**src/rtl/lsu_pkg.sv**
```systemverilog
// Shared encodings and helpers for the RV32I load/store unit.
package lsu_pkg;

    localparam int unsigned LSU_TIMEOUT_CYCLES = 16;
    localparam int unsigned LSU_DATA_W         = 32;
    localparam int unsigned LSU_BE_W           = LSU_DATA_W / 8;

    localparam logic [2:0] F3_B  = 3'b000;
    localparam logic [2:0] F3_H  = 3'b001;
    localparam logic [2:0] F3_W  = 3'b010;
    localparam logic [2:0] F3_BU = 3'b100;
    localparam logic [2:0] F3_HU = 3'b101;

    typedef enum logic [1:0] {
        IDLE = 2'd0,
        BUS  = 2'd1,
        DONE = 2'd2
    } lsu_state_e;

    // Encodings with no defined access size.
    function automatic logic is_illegal_f3(input logic [2:0] f3);
        return (f3 == 3'b011) || (f3 == 3'b110) || (f3 == 3'b111);
    endfunction

    // Halfword on odd byte or word off a word boundary.
    function automatic logic is_misaligned(input logic [2:0] f3, input logic [1:0] off);
        logic mis;
        mis = 1'b0;
        case (f3[1:0])
            2'b01:   mis = off[0];
            2'b10:   mis = (off != 2'b00);
            default: mis = 1'b0;
        endcase
        return mis;
    endfunction

endpackage

```
**src/rtl/lsu_align.sv**
```systemverilog
// Byte-lane steering for stores and lane extract / extension for loads.
module lsu_align
    import lsu_pkg::*;
(
    input  logic [2:0]            func3,
    input  logic [1:0]            off,
    input  logic [LSU_DATA_W-1:0] store_data,
    input  logic [LSU_DATA_W-1:0] rdata,
    output logic [LSU_BE_W-1:0]   be_c,
    output logic [LSU_DATA_W-1:0] wdata_c,
    output logic [LSU_DATA_W-1:0] ldata_c
);

    logic [7:0]  byte_sel;
    logic [15:0] half_sel;

    // Store side: size comes from func3[1:0], unsigned variants alias signed ones.
    always_comb begin
        be_c    = 4'b1111;
        wdata_c = store_data;
        case (func3[1:0])
            2'b00: begin
                be_c    = 4'b0001 << off;
                wdata_c = {4{store_data[7:0]}};
            end
            2'b01: begin
                be_c    = off[1] ? 4'b1100 : 4'b0011;
                wdata_c = {2{store_data[15:0]}};
            end
            default: begin
                be_c    = 4'b1111;
                wdata_c = store_data;
            end
        endcase
    end

    assign byte_sel = rdata[{off, 3'b000} +: 8];
    assign half_sel = rdata[{off[1], 4'b0000} +: 16];

    always_comb begin
        ldata_c = '0;
        case (func3)
            F3_B:    ldata_c = {{24{byte_sel[7]}}, byte_sel};
            F3_H:    ldata_c = {{16{half_sel[15]}}, half_sel};
            F3_W:    ldata_c = rdata;
            F3_BU:   ldata_c = {24'd0, byte_sel};
            F3_HU:   ldata_c = {16'd0, half_sel};
            default: ldata_c = '0;
        endcase
    end

endmodule

```
**src/rtl/load_store_unit.sv**
```systemverilog
// RV32I memory stage: req/ack bus master with timeout, stalls the core until done.
// Define LSU_MISALIGN_TRAP_EN to trap misaligned H/W accesses instead of truncating.
module load_store_unit
    import lsu_pkg::*;
#(
    parameter int unsigned TIMEOUT_CYCLES = LSU_TIMEOUT_CYCLES,
    parameter int unsigned CNT_W          = 5
) (
    input  logic                  clk,
    input  logic                  rst,
    input  logic                  mem_read,
    input  logic                  mem_write,
    input  logic [2:0]            func3,
    input  logic [LSU_DATA_W-1:0] addr,
    input  logic [LSU_DATA_W-1:0] store_data,
    output logic [LSU_DATA_W-1:0] load_data,
    output logic                  stall,
    output logic                  done,
    output logic                  bus_err,
    output logic                  misalign,
    output logic                  bus_req,
    output logic                  bus_we,
    output logic [LSU_DATA_W-1:0] bus_addr,
    output logic [LSU_BE_W-1:0]   bus_be,
    output logic [LSU_DATA_W-1:0] bus_wdata,
    input  logic                  bus_ack,
    input  logic [LSU_DATA_W-1:0] bus_rdata
);

    lsu_state_e            state_q, state_d;
    logic [CNT_W-1:0]      cnt_q, cnt_d;
    logic [LSU_DATA_W-1:0] addr_q, sd_q, ld_q;
    logic [2:0]            f3_q;
    logic                  we_q, err_q;
    logic                  request_c, take_c, fin_c, fin_err_c;
    logic [LSU_DATA_W-1:0] fin_ld_c;
    logic [LSU_BE_W-1:0]   be_c;
    logic [LSU_DATA_W-1:0] wdata_c, ldata_c;

    lsu_align u_align (
        .func3      (f3_q),
        .off        (addr_q[1:0]),
        .store_data (sd_q),
        .rdata      (bus_rdata),
        .be_c       (be_c),
        .wdata_c    (wdata_c),
        .ldata_c    (ldata_c)
    );

    assign request_c = mem_read | mem_write;

`ifdef LSU_MISALIGN_TRAP_EN
    logic mis_q, fin_mis_c;
`endif

    // Next state and handshake outputs.
    always_comb begin
        state_d   = state_q;
        cnt_d     = cnt_q;
        take_c    = 1'b0;
        fin_c     = 1'b0;
        fin_err_c = 1'b0;
        fin_ld_c  = '0;
        stall     = 1'b0;
        done      = 1'b0;
        bus_req   = 1'b0;
`ifdef LSU_MISALIGN_TRAP_EN
        fin_mis_c = 1'b0;
`endif
        case (state_q)
            IDLE: begin
                stall = request_c;
                cnt_d = '0;
                if (request_c) begin
                    take_c = 1'b1;
                    if (is_illegal_f3(func3)) begin
                        state_d   = DONE;
                        fin_c     = 1'b1;
                        fin_err_c = 1'b1;
`ifdef LSU_MISALIGN_TRAP_EN
                    end else if (is_misaligned(func3, addr[1:0])) begin
                        state_d   = DONE;
                        fin_c     = 1'b1;
                        fin_mis_c = 1'b1;
`endif
                    end else begin
                        state_d = BUS;
                    end
                end
            end
            BUS: begin
                stall   = 1'b1;
                bus_req = 1'b1;
                if (bus_ack) begin
                    state_d  = DONE;
                    fin_c    = 1'b1;
                    fin_ld_c = we_q ? '0 : ldata_c;
                end else if (cnt_q == CNT_W'(TIMEOUT_CYCLES - 1)) begin
                    state_d   = DONE;
                    fin_c     = 1'b1;
                    fin_err_c = 1'b1;
                end else begin
                    cnt_d = cnt_q + CNT_W'(1);
                end
            end
            DONE: begin
                done    = 1'b1;
                state_d = IDLE;
            end
            default: state_d = IDLE;
        endcase
    end

    always_ff @(posedge clk or posedge rst) begin
        if (rst) begin
            state_q <= IDLE;
            cnt_q   <= '0;
        end else begin
            state_q <= state_d;
            cnt_q   <= cnt_d;
        end
    end

    // Request capture in IDLE; result held for the DONE cycle only.
    always_ff @(posedge clk or posedge rst) begin
        if (rst) begin
            addr_q <= '0;
            sd_q   <= '0;
            f3_q   <= '0;
            we_q   <= 1'b0;
            ld_q   <= '0;
            err_q  <= 1'b0;
        end else begin
            if (take_c) begin
                addr_q <= addr;
                sd_q   <= store_data;
                f3_q   <= func3;
                we_q   <= mem_write;
            end
            if (fin_c) begin
                ld_q  <= fin_ld_c;
                err_q <= fin_err_c;
            end else if (state_q == DONE) begin
                ld_q  <= '0;
                err_q <= 1'b0;
            end
        end
    end

`ifdef LSU_MISALIGN_TRAP_EN
    always_ff @(posedge clk or posedge rst) begin
        if (rst) begin
            mis_q <= 1'b0;
        end else if (fin_c) begin
            mis_q <= fin_mis_c;
        end else if (state_q == DONE) begin
            mis_q <= 1'b0;
        end
    end
    assign misalign = mis_q;
`else
    assign misalign = 1'b0;
`endif

    assign load_data = ld_q;
    assign bus_err   = err_q;
    assign bus_we    = (state_q == BUS) & we_q;
    assign bus_addr  = (state_q == BUS) ? {addr_q[31:2], 2'b00} : '0;
    assign bus_be    = (state_q == BUS) ? (we_q ? be_c : 4'b1111) : '0;
    assign bus_wdata = (state_q == BUS) & we_q ? wdata_c : '0;

endmodule

```
**config.mk**
```make
export PLATFORM = sky130hd
export DESIGN_NAME = load_store_unit
export DESIGN_NICKNAME = d
export VERILOG_FILES = /design/src/rtl/lsu_pkg.sv /design/src/rtl/lsu_align.sv /design/src/rtl/load_store_unit.sv
export SDC_FILE = /design/constraint.sdc
export NUM_CORES = 1
export LEC_CHECK = 0
export ABC_AREA = 1
export CAP_MARGIN = 30
export CORE_UTILIZATION = 30
export CTS_CLUSTER_SIZE = 24
export DETAILED_ROUTE_END_ITERATION = 6
export GPL_TIMING_DRIVEN = 0
export HOLD_SLACK_MARGIN = 0.03
export PLACE_DENSITY_LB_ADDON = 0.08
export SLEW_MARGIN = 5
export SYNTH_ARGS = -nofsm -noshare
export SYNTH_HDL_FRONTEND = slang
export SYNTH_SLANG_ARGS = --single-unit
```
**constraint.sdc**
```tcl
create_clock -name clk -period 3.9 [get_ports clk]
set_input_delay 0.78 -clock clk [delete_from_list [all_inputs] [get_ports clk]]
set_output_delay 0.78 -clock clk [all_outputs]
set_load 0.01 [all_outputs]
```
==> impl_metrics.yaml <==
cts:
  cts_hold_buf: 0
  clock_latency_ns: 0.35
  cts_buffers: 9
  htreeDepth: 3
  cts_sinks: 108
  cts.reportedPaths.clkPinSlew_ns: 0.07
  cts_setup_buffers: 0
  cts_buffer_depth: 2
  postCtsResizedCells: 0
  clock_tree.root_cell: "clkbuf_16"
  tritoncts: "built"
timing:
  grt_setup_unrepaired: "false"
  setup_viol: 0
  max_clock_freq_mhz: 297
  worst_slack_ns: 0.533
  drv_slew: 0
  clock_skew_ns: 0.00923
  relSlewSlack: 0.642
  whs_ns: 0.477
  setup_tns_ns: 0
  post-route-period-util: 0.863
  fin_crit_ns: 3.37
  finalHoldViolCount: 0
  worst_slew_pin_slew_ns: 0.538
power_and_ir_drop:
  intPower_mw: 3.34
  power.net_switching_mw: 2.66
  powerDensity_nw_per_um2: 702
  p_sw_frac: 0.443
  seqPwrFrac: 0.313
  pwr-share-clk: 0.148
  p_comb_frac: 0.538
  ir_worst_vdd_mv: 0.265
  leakagePower_nw: 4.26
status:
  status: "complete, no violations"
floorplanning:
  die_area_um2: 20000
  die_h_um: 141
  rows: 50
  fp.coreArea_um2: 18900
  io_pins: 210
  initial_core_util: 0.309
  fp.dieW_um: 141
placed_design:
  dp_worst_setup_slack_ns: 0.509
  dpl.hpwl_mm: 15.1
  dpl_cell_area_um2: 8260
  gp_congestion: 0.916
  numPortBuffers: 206
synthesis:
  synth_area_um2: 5830
  seq_area_frac_synth: 0.463
  yosys_warnings: 0
  ys_types: 27
  syn_inst: 830
  syn_area_per_cell_um2: 7.03
  synth-seq-cells: 108
drt:
  num_vias: 5884
  routed_wl_mm: 19.7
  drt_pass1_iterations: 5
  wl_per_cell_um: 15.0
  ant_nets: 0
  vias_per_cell: 4.47
  route.detailed.drc: 0
  drtIter0Drc: 319
worst_setup_path:
  critPathArrivalTime_ns: 2.59
  critPathLaunchType: "input pin"
  cp_data_required_time_ns: 3.12
  endpoint_kind: "output port"
  critPathMaxFanout: 10
  path_class: "in -> out"
final_layout:
  areaGrowthSynthToFinish_pct: 46.3
  fillCellCount: 1996
  seqCellArea_um2: 2700
  final_common_cell: "nand2_1"
  final_nets: 1156
  final_cell_area_um2: 8540
  layout-drive-gt1-share: 0.0616
  multiInputGateArea_um2: 2560
  most-common-layout-cells: "323 x nand2_1, 206 x clkdlybuf4s50_1, 108 x dfrtp_1, 98 x nor2_1, 85 x inv_1"
  antenna_cells: 0
min_path:
  hp-class: "reg -> reg"
global_route:
  grt_pass1_wl_mm: 31.1
  track_usage: 0.203
  grt_pass1_vias: 5745
  grt.overflow.total: 0
  antenna_found_initial: 1
  grt_max_degree: 77
flow_run:
  cap_viol_max_count: 0
## area by class of cell
cell class,instances,area share
inverter,92,0.0410
buffer,44,0.0277
timing repair buffer,207,0.245
tap,260,0.0381
sequential,108,0.317
clock buffer,10,0.0268
multi-input combinational,588,0.299
clock inverter,6,0.00542
## per-stage QoR
step	util	instances	power, mW
after floorplan	-	832	3.75
final	0.452	1315	6.00
after detailed placement	0.437	1299	5.16
after global placement	0.435	1298	5.14
after CTS	0.452	1315	6.07
after global routing	0.452	1315	6.53
## synthesized netlist by cell type
cell type  number  share of area
o21a_1          1         0.0013
nand2_4         1         0.0019
nor2_1         98          0.063
nor2_8          1         0.0034
inv_1          86          0.055
buf_4           9          0.012
a21oi_1        14          0.012
o22ai_1         9         0.0097
nand3_1        30          0.026
mux2i_1         1         0.0017
nand2_2         4         0.0043
buf_6           2         0.0039
dfrtp_1       108           0.46
o21ai_1         1        0.00086
clkbuf_1       15         0.0097
ha_1            2         0.0043
conb_1          1        0.00064
o21ai_0        55          0.047
nand4_1        35          0.038
buf_2          18          0.015
nor3_1          2         0.0017
nor2_4          5         0.0097
nand2_1       323           0.21
nor2_2          1         0.0011
o31ai_1         1         0.0013
inv_2           6         0.0039
nand3_2         1         0.0017
## power groups by stage
stage          clock (mW)  combinational (mW)  sequential (mW)
5_1_grt             0.956                3.64             1.94
2_1_floorplan           0                1.88             1.87
3_3_place_gp            0                3.25             1.89
6_report            0.890                3.23             1.88
3_5_place_dp            0                3.27             1.89
4_1_cts             0.915                3.28             1.88
## sequential cells by signal, indices dropped and copies added (netlist names)
| name | cells |
|---|---|
| f3_q | 3 |
| cnt_q | 5 |
| load_data | 32 |
| we_q | 1 |
| state_q | 2 |
| bus_err | 1 |
| sd_q | 32 |
| addr_q | 32 |
## worst max-delay path, stage by stage
cell             delay, ns
clkdlybuf4s50_1       0.42
nor2_1                0.23
nor2_4                0.10
inv_1                 0.20
buf_2                 0.27
nand2_1               0.08
clkdlybuf4s50_1       0.51
## path summary, 6_finish.rpt
check                           startpoint             to  slack [ns]  cells past startpoint
worst min register to register    sd_q[26]       sd_q[26]        0.48                      2
min in group asynchronous              rst     addr_q[23]        0.77                      2
max in group asynchronous              rst  load_data[13]        2.45                      3
worst max-delay path             mem_write          stall        0.53                      7
worst max register to register    cnt_q[0]  load_data[15]        1.82                     10
worst min-delay path              sd_q[26]       sd_q[26]        0.48                      2
## routing by layer
metal	routed length (um)	up-vias	global-route usage
li1	-	3014	-
met1	8850	2675	0.266
met2	9080	177	0.326
met3	1530	16	0.0557
met4	233	2	0.0583
met5	12	-	0
## cells by family after synthesis
kind of cell | count (synthesis) | share of synthesized area
and+or+nand+nor | 501 | 0.358
buffers and inverters | 136 | 0.0997
adders and majority gates | 2 | 0.00429
DFF | 108 | 0.463
AOI/OAI and AO/OA | 81 | 0.0723
other | 1 | 0.000643
muxes | 1 | 0.00172
Note: power is estimated with default switching activity, not from simulation.
